## src/rtl/uart_frame_rx_pkg.sv

```systemverilog
// Shared types and constants for the UART frame deframer.
package uart_frame_pkg;

  typedef enum logic [2:0] {
    IDLE,
    LEN,
    PAYLOAD,
    CSUM,
    DRAIN
  } state_e;

  localparam logic [1:0] ERR_NONE    = 2'd0;
  localparam logic [1:0] ERR_LEN     = 2'd1;
  localparam logic [1:0] ERR_CSUM    = 2'd2;
  localparam logic [1:0] ERR_TIMEOUT = 2'd3;

  localparam logic [7:0] SOF_DEFAULT = 8'hA5;

endpackage

```

## src/rtl/uart_frame_rx_if.sv

```systemverilog
// Byte-in / stream-out bundle of the deframer. The slave modport is the
// deframer's view; the master modport is the surrounding logic's view.
interface uart_frame_rx_if #(
  parameter int dbit = 8
);
  logic            rx_done_tick;
  logic [dbit-1:0] din;
  logic            m_valid;
  logic [dbit-1:0] m_data;
  logic            m_last;
  logic            m_ready;
  logic            frame_err;
  logic [1:0]      err_code;
  logic            overrun;

  modport slave (
    input  rx_done_tick, din, m_ready,
    output m_valid, m_data, m_last, frame_err, err_code, overrun
  );

  modport master (
    output rx_done_tick, din, m_ready,
    input  m_valid, m_data, m_last, frame_err, err_code, overrun
  );
endinterface

```

## src/rtl/uart_frame_rx_frame_buf.sv

```systemverilog
// Payload buffer: depth x dbit register file, one synchronous write port
// and one asynchronous read port. Contents need no reset.
module frame_buf #(
  parameter int dbit  = 8,
  parameter int depth = 16,
  parameter int aw    = 4
) (
  input  logic            clk,
  input  logic            we_i,
  input  logic [aw-1:0]   waddr_i,
  input  logic [dbit-1:0] wdata_i,
  input  logic [aw-1:0]   raddr_i,
  output logic [dbit-1:0] rdata_o
);

  logic [dbit-1:0] mem_q [depth];

  // Store one payload byte per write strobe.
  always_ff @(posedge clk) begin
    if (we_i) mem_q[waddr_i] <= wdata_i;
  end

  assign rdata_o = mem_q[raddr_i];

endmodule

```

## src/rtl/uart_frame_rx.sv

```systemverilog
// UART byte-stream deframer: SOF, LEN, LEN payload bytes, CSUM.
// CSUM is the mod-2^dbit sum of LEN and all payload bytes. Payload is
// buffered and released as a valid/ready stream only after CSUM matches.
// Optional inter-byte timeout: define UART_FRAME_RX_TIMEOUT_EN.
module uart_frame_rx
  import uart_frame_pkg::*;
#(
  parameter int              dbit           = 8,
  parameter int              max_len        = 16,
  parameter logic [dbit-1:0] sof            = dbit'(SOF_DEFAULT),
  parameter int              timeout_cycles = 100000
) (
  input logic          clk,
  input logic          reset,
  uart_frame_rx_if.slave bus
);

  localparam int              AW        = (max_len > 1) ? $clog2(max_len) : 1;
  localparam logic [dbit-1:0] MAX_LEN_W = dbit'(max_len);

  state_e          state_q;
  logic [dbit-1:0] len_q, wr_idx_q, rd_idx_q, sum_q;
  logic            m_valid_q, m_last_q, frame_err_q, overrun_q;
  logic [dbit-1:0] m_data_q;
  logic [1:0]      err_code_q;

  logic            tick;
  logic [dbit-1:0] din;
  logic            hs;
  logic [dbit-1:0] rd_next, sum_d;
  logic            buf_we;
  logic [AW-1:0]   buf_raddr;
  logic [dbit-1:0] buf_rdata;
  logic            tmo_hit;

  assign tick    = bus.rx_done_tick;
  assign din     = bus.din;
  assign hs      = m_valid_q && bus.m_ready;
  assign rd_next = rd_idx_q + 1'b1;
  assign sum_d   = sum_q + din;
  assign buf_we  = tick && (state_q == PAYLOAD);
  // While draining, look one entry ahead so the next byte is ready at the
  // handshake; on CSUM acceptance the first entry is loaded.
  assign buf_raddr = (state_q == DRAIN) ? rd_next[AW-1:0] : '0;

  frame_buf #(
    .dbit (dbit),
    .depth(max_len),
    .aw   (AW)
  ) u_buf (
    .clk    (clk),
    .we_i   (buf_we),
    .waddr_i(wr_idx_q[AW-1:0]),
    .wdata_i(din),
    .raddr_i(buf_raddr),
    .rdata_o(buf_rdata)
  );

`ifdef UART_FRAME_RX_TIMEOUT_EN
  localparam int TW = $clog2(timeout_cycles) + 1;

  logic [TW-1:0] tmo_q;
  logic          in_frame;

  assign in_frame = (state_q == LEN) || (state_q == PAYLOAD) || (state_q == CSUM);
  // A byte arriving on the expiry cycle takes priority over the timeout.
  assign tmo_hit  = in_frame && !tick && (tmo_q == TW'(timeout_cycles - 1));

  // Idle-gap counter: runs only inside a frame, cleared by every byte.
  always_ff @(posedge clk) begin
    if (reset) begin
      tmo_q <= '0;
    end else if (in_frame && !tick && !tmo_hit) begin
      tmo_q <= tmo_q + 1'b1;
    end else begin
      tmo_q <= '0;
    end
  end
`else
  assign tmo_hit = 1'b0;
`endif

  // Frame parser FSM with registered stream and error outputs.
  always_ff @(posedge clk) begin
    if (reset) begin
      state_q     <= IDLE;
      len_q       <= '0;
      wr_idx_q    <= '0;
      rd_idx_q    <= '0;
      sum_q       <= '0;
      m_valid_q   <= 1'b0;
      m_last_q    <= 1'b0;
      m_data_q    <= '0;
      frame_err_q <= 1'b0;
      err_code_q  <= ERR_NONE;
      overrun_q   <= 1'b0;
    end else begin
      frame_err_q <= 1'b0;
      err_code_q  <= ERR_NONE;
      overrun_q   <= 1'b0;
      if (tmo_hit) begin
        state_q     <= IDLE;
        frame_err_q <= 1'b1;
        err_code_q  <= ERR_TIMEOUT;
      end else begin
        case (state_q)
          IDLE: begin
            if (tick && din == sof) state_q <= LEN;
          end
          LEN: begin
            if (tick) begin
              if (din == '0 || din > MAX_LEN_W) begin
                state_q     <= IDLE;
                frame_err_q <= 1'b1;
                err_code_q  <= ERR_LEN;
              end else begin
                len_q    <= din;
                wr_idx_q <= '0;
                sum_q    <= din;
                state_q  <= PAYLOAD;
              end
            end
          end
          PAYLOAD: begin
            if (tick) begin
              sum_q    <= sum_d;
              wr_idx_q <= wr_idx_q + 1'b1;
              if (wr_idx_q == len_q - 1'b1) state_q <= CSUM;
            end
          end
          CSUM: begin
            if (tick) begin
              if (din == sum_q) begin
                rd_idx_q  <= '0;
                m_valid_q <= 1'b1;
                m_data_q  <= buf_rdata;
                m_last_q  <= (len_q == dbit'(1));
                state_q   <= DRAIN;
              end else begin
                state_q     <= IDLE;
                frame_err_q <= 1'b1;
                err_code_q  <= ERR_CSUM;
              end
            end
          end
          DRAIN: begin
            // Input bytes cannot be accepted while draining; flag and drop.
            if (tick) overrun_q <= 1'b1;
            if (hs) begin
              if (m_last_q) begin
                m_valid_q <= 1'b0;
                m_last_q  <= 1'b0;
                m_data_q  <= '0;
                state_q   <= IDLE;
              end else begin
                rd_idx_q <= rd_next;
                m_data_q <= buf_rdata;
                m_last_q <= (rd_next == len_q - 1'b1);
              end
            end
          end
          default: state_q <= IDLE;
        endcase
      end
    end
  end

  assign bus.m_valid   = m_valid_q;
  assign bus.m_data    = m_data_q;
  assign bus.m_last    = m_last_q;
  assign bus.frame_err = frame_err_q;
  assign bus.err_code  = err_code_q;
  assign bus.overrun   = overrun_q;

endmodule
```

## src/flat_wrapper.sv

```systemverilog
// flat-port wrapper written by rule: the top's interface ports become plain ports
module uart_frame_rx_flat import uart_frame_pkg::*;
#(
  parameter int              dbit           = 8,
  parameter int              max_len        = 16,
  parameter logic [dbit-1:0] sof            = dbit'(SOF_DEFAULT),
  parameter int              timeout_cycles = 100000
)
  (clk, reset, bus_rx_done_tick, bus_din, bus_m_ready, bus_m_valid, bus_m_data, bus_m_last, bus_frame_err, bus_err_code, bus_overrun);
  uart_frame_rx_if #(.dbit(dbit)) bus_i ();
  input logic clk;
  input logic reset;
  input wire logic [$bits(bus_i.rx_done_tick)-1:0] bus_rx_done_tick;
  input wire logic [$bits(bus_i.din)-1:0] bus_din;
  input wire logic [$bits(bus_i.m_ready)-1:0] bus_m_ready;
  output wire logic [$bits(bus_i.m_valid)-1:0] bus_m_valid;
  output wire logic [$bits(bus_i.m_data)-1:0] bus_m_data;
  output wire logic [$bits(bus_i.m_last)-1:0] bus_m_last;
  output wire logic [$bits(bus_i.frame_err)-1:0] bus_frame_err;
  output wire logic [$bits(bus_i.err_code)-1:0] bus_err_code;
  output wire logic [$bits(bus_i.overrun)-1:0] bus_overrun;
  assign bus_i.rx_done_tick = bus_rx_done_tick;
  assign bus_i.din = bus_din;
  assign bus_i.m_ready = bus_m_ready;
  assign bus_m_valid = bus_i.m_valid;
  assign bus_m_data = bus_i.m_data;
  assign bus_m_last = bus_i.m_last;
  assign bus_frame_err = bus_i.frame_err;
  assign bus_err_code = bus_i.err_code;
  assign bus_overrun = bus_i.overrun;
  uart_frame_rx #(.dbit(dbit), .max_len(max_len), .sof(sof), .timeout_cycles(timeout_cycles)) u_core (.clk(clk), .reset(reset), .bus(bus_i));
endmodule
```

## config.mk

```make
export PLATFORM = sky130hd
export DESIGN_NAME = uart_frame_rx_flat
export DESIGN_NICKNAME = d
export VERILOG_FILES = /design/src/rtl/uart_frame_rx_pkg.sv /design/src/rtl/uart_frame_rx_if.sv /design/src/rtl/uart_frame_rx_frame_buf.sv /design/src/rtl/uart_frame_rx.sv /design/src/flat_wrapper.sv
export SDC_FILE = /design/constraint.sdc
export NUM_CORES = 1
export LEC_CHECK = 0
export ABC_AREA = 0
export BUFFER_PORTS_ARGS = -buffer_cell sky130_fd_sc_hd__buf_4
export CAP_MARGIN = 20
export CORE_MARGIN = 1.5
export CORE_UTILIZATION = 55
export DETAILED_ROUTE_END_ITERATION = 8
export GPL_ROUTABILITY_DRIVEN = 0
export GPL_TIMING_DRIVEN = 0
export PLACE_DENSITY = 0.73
export SLEW_MARGIN = 15
export SYNTH_ARGS = -nofsm -noshare
export SYNTH_HDL_FRONTEND = slang
export SYNTH_SLANG_ARGS = --single-unit
```

## constraint.sdc

```tcl
create_clock -name clk -period 3.35 [get_ports clk]
set_clock_uncertainty 0.15 [all_clocks]
set_input_delay 0 -clock clk [delete_from_list [all_inputs] [get_ports clk]]
set_output_delay 0 -clock clk [all_outputs]
set_load 0.1 [all_outputs]
```

## Yosys cells after proc, flatten, opt, wreduce, memory -nomap -nowiden

Memory sizes are Yosys's and may differ from the RTL's.
Index checks and enable logic that the tools add are counted.

- Add/subtract/negate cells: 4
- Magnitude comparators: 1
- Equality and inequality tests: 19
- Muxes and demuxes: 52
- Bitwise logic cells: 2
- Reductions and logical operators: 15

Operator list:

| operator | number |
|---|---|
| 8-bit 2-to-1 mux | 14 |
| 8-bit one-hot mux with 2 select lines | 4 |
| 8-bit == test | 3 |
| 3-bit 2-to-1 mux | 8 |
| 8-bit by 1-bit adder with 8-bit output (second input constant) | 2 |
| 1-bit 2-to-1 mux | 16 |
| 3-bit one-hot mux with 5 select lines | 1 |
| 2-bit inequality test (second input constant) | 6 |
| 5-bit AND reduction | 2 |
| 8-bit adder | 1 |
| 8-bit by 1-bit == test with 1-bit output (second input constant) | 1 |
| 8-bit == test (second input constant) | 1 |
| 8-bit by 5-bit greater-than comparator with 1-bit output (second input constant) | 1 |
| 8-bit logical NOT | 1 |
| 2-bit 2-to-1 mux | 4 |
| 2-bit by 1-bit inequality test with 1-bit output (second input constant) | 4 |
| 4-bit AND reduction | 2 |
| 8-bit by 1-bit subtractor with 8-bit output (second input constant) | 1 |
| 7-bit AND reduction | 1 |
| 3-bit by 2-bit == test with 1-bit output (second input constant) | 2 |
| 1-bit one-hot mux with 2 select lines | 3 |
| 4-bit 2-to-1 mux | 1 |
| 2-bit one-hot mux with 2 select lines | 1 |
| 2-bit nonzero test | 2 |
| other kinds (8) | 11 |

- Register bits after elaboration: 49
- RAM bits: 128
- Input port bits: 12
- Output and inout bits: 14
- Word-level logic and storage cells: 105
- Memories kept: 1

Memory list:

| memory | depth | bits a word | rd ports | clocked after Yosys merged registers in | write ports | line | RTL |
|---|---|---|---|---|---|---|---|
| u_core.u_buf.mem_q | 16 | 8 | 1 | 0 | 1 | uart_frame_rx_frame_buf.sv:16 | `logic [dbit-1:0] mem_q [depth];` |

## Longest topological paths before layout

An unclocked memory read counts as a cell.

- Depth after elaboration: 6
- Depth in mapped cells: 10
- Depth with buffers taken out: 9

## Hierarchy

Synthesis repeated with hierarchy kept, for this count alone.

- Cell total of the unflattened synthesis: 571
- Area total of the unflattened synthesis: 7927.6 µm²

By module, submodules not included:

| module | instances | cells each | area each (µm²) | seq. area each (µm²) |
|---|---|---|---|---|
| frame_buf | 1 | 221 | 4987.3 | 3843.7 |
| uart_frame_rx | 1 | 350 | 2940.3 | 980.9 |

## Least setup slack after synthesis

No wires, ideal clock.

- Path type: reg-to-reg
- From: reg u_core.m_valid_q, in the netlist u_core.bus.m_valid
- To: reg u_core.m_data_q[3], in the netlist u_core.bus.m_data[3]
- Library setup time: 0.062 ns
- Arrival time: 2.194 ns
- Required time: 3.138 ns
- Setup slack: 0.944 ns
- Stages on the path, launching flop included: 7
- Buffers on the path: 0
- Clock period less this slack: 2.406 ns
- Cell sequence: dfxtp_1 > nand2_1 > a2bb2oi_2 > o21ai_1 > or3_1 > a21oi_1 > a221o_1

- Longest elaborated chain between the ends: 3

RTL lines:

| item | line | RTL |
|---|---|---|
| from (decl) | uart_frame_rx.sv:23 | `logic m_valid_q, m_last_q, frame_err_q, overrun_q;` |
| from (signal assigned) | uart_frame_rx.sv:91 | `m_valid_q <= 1'b0;` |
| from (signal assigned) | uart_frame_rx.sv:135 | `m_valid_q <= 1'b1;` |
| from (signal assigned) | uart_frame_rx.sv:151 | `m_valid_q <= 1'b0;` |
| 1-bit logical AND | uart_frame_rx.sv:38 | `assign hs = m_valid_q && bus.m_ready;` |
| 2-bit by 1-bit inequality test with 1-bit output (no source line) | -- |  |
| 4-bit AND reduction (no source line) | -- |  |
| to (signal assigned) | uart_frame_rx.sv:136 | `m_data_q <= buf_rdata;` |
| to (signal assigned) | uart_frame_rx.sv:157 | `m_data_q <= buf_rdata;` |
| to (decl) | uart_frame_rx.sv:24 | `logic [dbit-1:0] m_data_q;` |

No other way between the ends.
A chain may end at the register's enable or synchronous reset.

## Worst setup path in the final report

- From: reg u_core.rd_idx_q[1]
- To: reg u_core.m_data_q[1], in the netlist u_core.bus.m_data[1]

- Longest elaborated chain between the ends: 6
- Elaborated cells on any way between the ends: 8
- Those cells by class: add/sub: 1; mux: 6; memory: 1

RTL lines:

| item | line | RTL |
|---|---|---|
| from (decl) | uart_frame_rx.sv:22 | `logic [dbit-1:0] len_q, wr_idx_q, rd_idx_q, sum_q;` |
| from (signal assigned) | uart_frame_rx.sv:156 | `rd_idx_q <= rd_next;` |
| 8-bit by 1-bit adder with 8-bit output * | uart_frame_rx.sv:39 | `assign rd_next = rd_idx_q + 1'b1;` |
| 4-bit 2-to-1 mux * | uart_frame_rx.sv:44 | `assign buf_raddr = (state_q == DRAIN) ? rd_next[AW-1:0] : '0;` |
| memory read 16 x 8 bit * | -- |  |
| 8-bit 2-to-1 mux, on equally long branches | uart_frame_rx.sv:150, uart_frame_rx.sv:133 |  |
| 8-bit 2-to-1 mux, on equally long branches | uart_frame_rx.sv:149, uart_frame_rx.sv:132 |  |
| 8-bit one-hot mux with 2 select lines * | uart_frame_rx.sv:106 | `case (state_q)` |

Every way passes the cells marked *; elsewhere a longest branch is shown, timed or not. The select of a mux whose other input is x is not followed.

==> flow_summary_export.csv <==
group,metric,value,unit
global_route,antenna_found_initial,0,
clock_network,cts_buffers,17,
final_layout,multi_input_area,3010,um^2
synth,synth_xor_xnor_area_share,4.69,%
setup_path,worstPathArrival,3.27,ns
die,die_w,124,um
power_and_ir_drop,ir_worst_vdd,0.541,mV
synth,synthSimpleGateAreaFrac,14.5,%
synth,ys_seq_area_share,60.2,%
die,core,14000,um^2
clock_network,clk-insertion-delay-late,0.44,ns
clock_network,clock_path_buffers,2,
route,drtIter0Drc,711,
global_route,overflow,0,
timing,slew_violations,0,
final_layout,synthToLayoutAreaGrowth,14.4,%
die,start_util,57.1,%
flow_run,cap_violations,0,
synth,synth_top_family_by_area,"simple AND/OR/NAND/NOR gates",
final_layout,nFillCells,1021,
global_route,grt_start_max_net_pins,24,
global_route,grt_pass1_vias,5489,
setup_path,critPathCaptureType,"flip-flop",
place,dp_slack,0.398,ns
power_and_ir_drop,p_leak,3.11,nW
route,ant_nets,0,
timing,hold_slack,0.0812,ns
final_layout,nets,749,
status,status,"finished, final reports clean",
clock_network,cts-root-buf,"clkbuf_16",
synth,synthMuxAreaShare,5.19,%
synth,ys.flop_type,"edfxtp_1",
clock_network,cts_tree,"built",
route,drc,0,
route,wl_per_cell,22.0,um
place,io_buffer_count,24,
die,die_h,124,um
setup_path,path_class,"reg2reg",
timing,min_period_over_period,90.9,%
synth,ys_ff_latch,177,
timing,max_slew_margin,35.0,%
synth,synth_compound_area_share,10.4,%
route,routed_wirelength,20100,um
synth,synthAdderAreaFrac,2.44,%
timing,setup_tns,0,ns
timing,worst_pin_slew,0.971,ns
synth,syn_area,8010,um^2
global_route,grt_pass1_wl,30500,um
synth,async_flop_share,0,%
synth,synth.avg_cell_area,12.0,um^2
setup_path,critPathMaxFanout,10,
setup_path,startpoint_type,"flip-flop",
synth,syn_nets,692,
synth,yosysWarnings,0,
die,num_rows,43,
synth,synth_edf_count,128,
route,drtPass1Iterations,7,
final_layout,drive_gt1_share,13.3,%
timing,max_freq,328,MHz
clock_network,cts_sinks,177,
setup_path,cp.required,3.58,ns
final_layout,antenna_cells,0,
clock_network,cts_setup_buffers,0,
final_layout,layout_common_cells,"128 x edfxtp_1, 65 x nand2_1, 63 x nor2_1",
route,via_count,5837,
synth,synth_cell_types,68,
final_layout,mostFrequentLayoutCell,"edfxtp_1",
place,place_hpwl,13200,um
power_and_ir_drop,powerDensity,486,nW/um^2
final_layout,fin_util,65.3,%
clock_network,ctsHtreeMaxLevel,4,
timing,period_needed,3.04,ns
worst_hold_path,hold_class,"in2reg",
timing,fin_ws,0.305,ns
die,io_pins,26,
synth,synth_cells,665,
global_route,grt_usage,27.6,%
timing,rsz0062_at_grt,"false",
die,design.die.area,15300,um^2
route,routed_via_density,6.38,
final_layout,regArea,4820,um^2
timing,finalSetupViolCount,0,
timing,hold_viol_final,0,
clock_network,clk_pin_slew,0.07,ns
## sequential cells by signal (all words and copies together), names as in the netlist
name,count
u_core.u_buf.mem_q,128
u_core.bus.m_data,8
u_core.len_q,8
u_core.rd_idx_q,8
u_core.sum_q,8
u_core.wr_idx_q,8
u_core.state_q,3
u_core.bus.err_code,2
u_core.bus.frame_err,1
u_core.bus.m_last,1
u_core.bus.m_valid,1
u_core.bus.overrun,1
## where the power goes
| group | internal (W) | total [W] | switching, W |
|---|---|---|---|
| clock | 0.00112 | 0.00202 | 0.000894 |
| combinational | 0.0000291 | 0.0000990 | 0.0000699 |
| sequential | 0.00234 | 0.00234 | 0.0000000204 |
## stage by stage
step                      area (um^2)  instances  total power (W)
final                            9170        915          0.00446
after global routing             9170        915          0.00455
after CTS                        9170        915          0.00447
after detailed placement         8470        873          0.00248
after global placement           8420        869          0.00247
after floorplan                  8010        665          0.00242
## worst paths after layout
| check | from | endpoint | slack, ns | cells past startpoint |
|---|---|---|---|---|
| setup / recovery | u_core.rd_idx_q[1] | u_core.bus.m_data[1] | 0.31 | 7 |
| hold / removal | reset | u_core.sum_q[7] | 0.08 | 3 |
| setup reg to reg | u_core.rd_idx_q[1] | u_core.bus.m_data[1] | 0.31 | 7 |
| hold reg to reg | u_core.bus.m_data[1] | u_core.bus.m_data[1] | 0.32 | 1 |
## area by class of cell
class                           instances  share of cell area, %
Tap cell                              180                   2.46
Buffer                                 33                   1.62
Inverter                               14                  0.573
Sequential cell                       177                   52.6
Timing Repair Buffer                   38                   3.39
Clock buffer                           17                   4.64
Multi-Input combinational cell        441                   32.8
Clock inverter                         15                   1.90
## per-layer routing
metal	GRT usage [%]	share of wire, %
met5	0	0
met2	43.1	47
met3	5.08	8.3
met1	39.2	43
met4	9.41	1.6
## Yosys cell counts, types with 15 or more instances
master | count | area share, %
edfxtp_1 | 128 | 48
nand2_1 | 65 | 3.0
nor2_1 | 63 | 3.0
dfxtp_1 | 49 | 12
xnor2_1 | 30 | 3.3
a21oi_1 | 24 | 1.5
nand3_1 | 24 | 1.5
mux2i_1 | 22 | 2.7
clkbuf_1 | 21 | 0.98
a211oi_1 | 16 | 1.5
nor3_1 | 15 | 0.94
## kinds of logic (layout without fill, tap and decap cells)
| family | count (synthesis) | in the layout |
|---|---|---|
| buffers and inverters | 47 | 117 |
| xor gates and xnor gates | 42 | 42 |
| AOI/OAI and AO/OA | 120 | 120 |
| muxes | 34 | 34 |
| and+or+nand+nor | 230 | 230 |
| DFF | 177 | 177 |
| adders and majority gates | 15 | 15 |
## critical path, cell delays in order, from the launching register on
cell and delay (ns):
dfxtp_1 0.35, ha_1 0.26, xnor2_2 0.76, o221ai_1 0.29, o211ai_1 0.18, o21ai_1 0.15, a2111oi_0 0.69, a21o_1 0.14
## repair_timing
item | in CTS | in global routing
hold buffers | 10 | 0
endpoints found under the hold margin | 151 | 0
resized for setup | 0 | 0
Note: power is estimated with default switching activity, not from simulation.
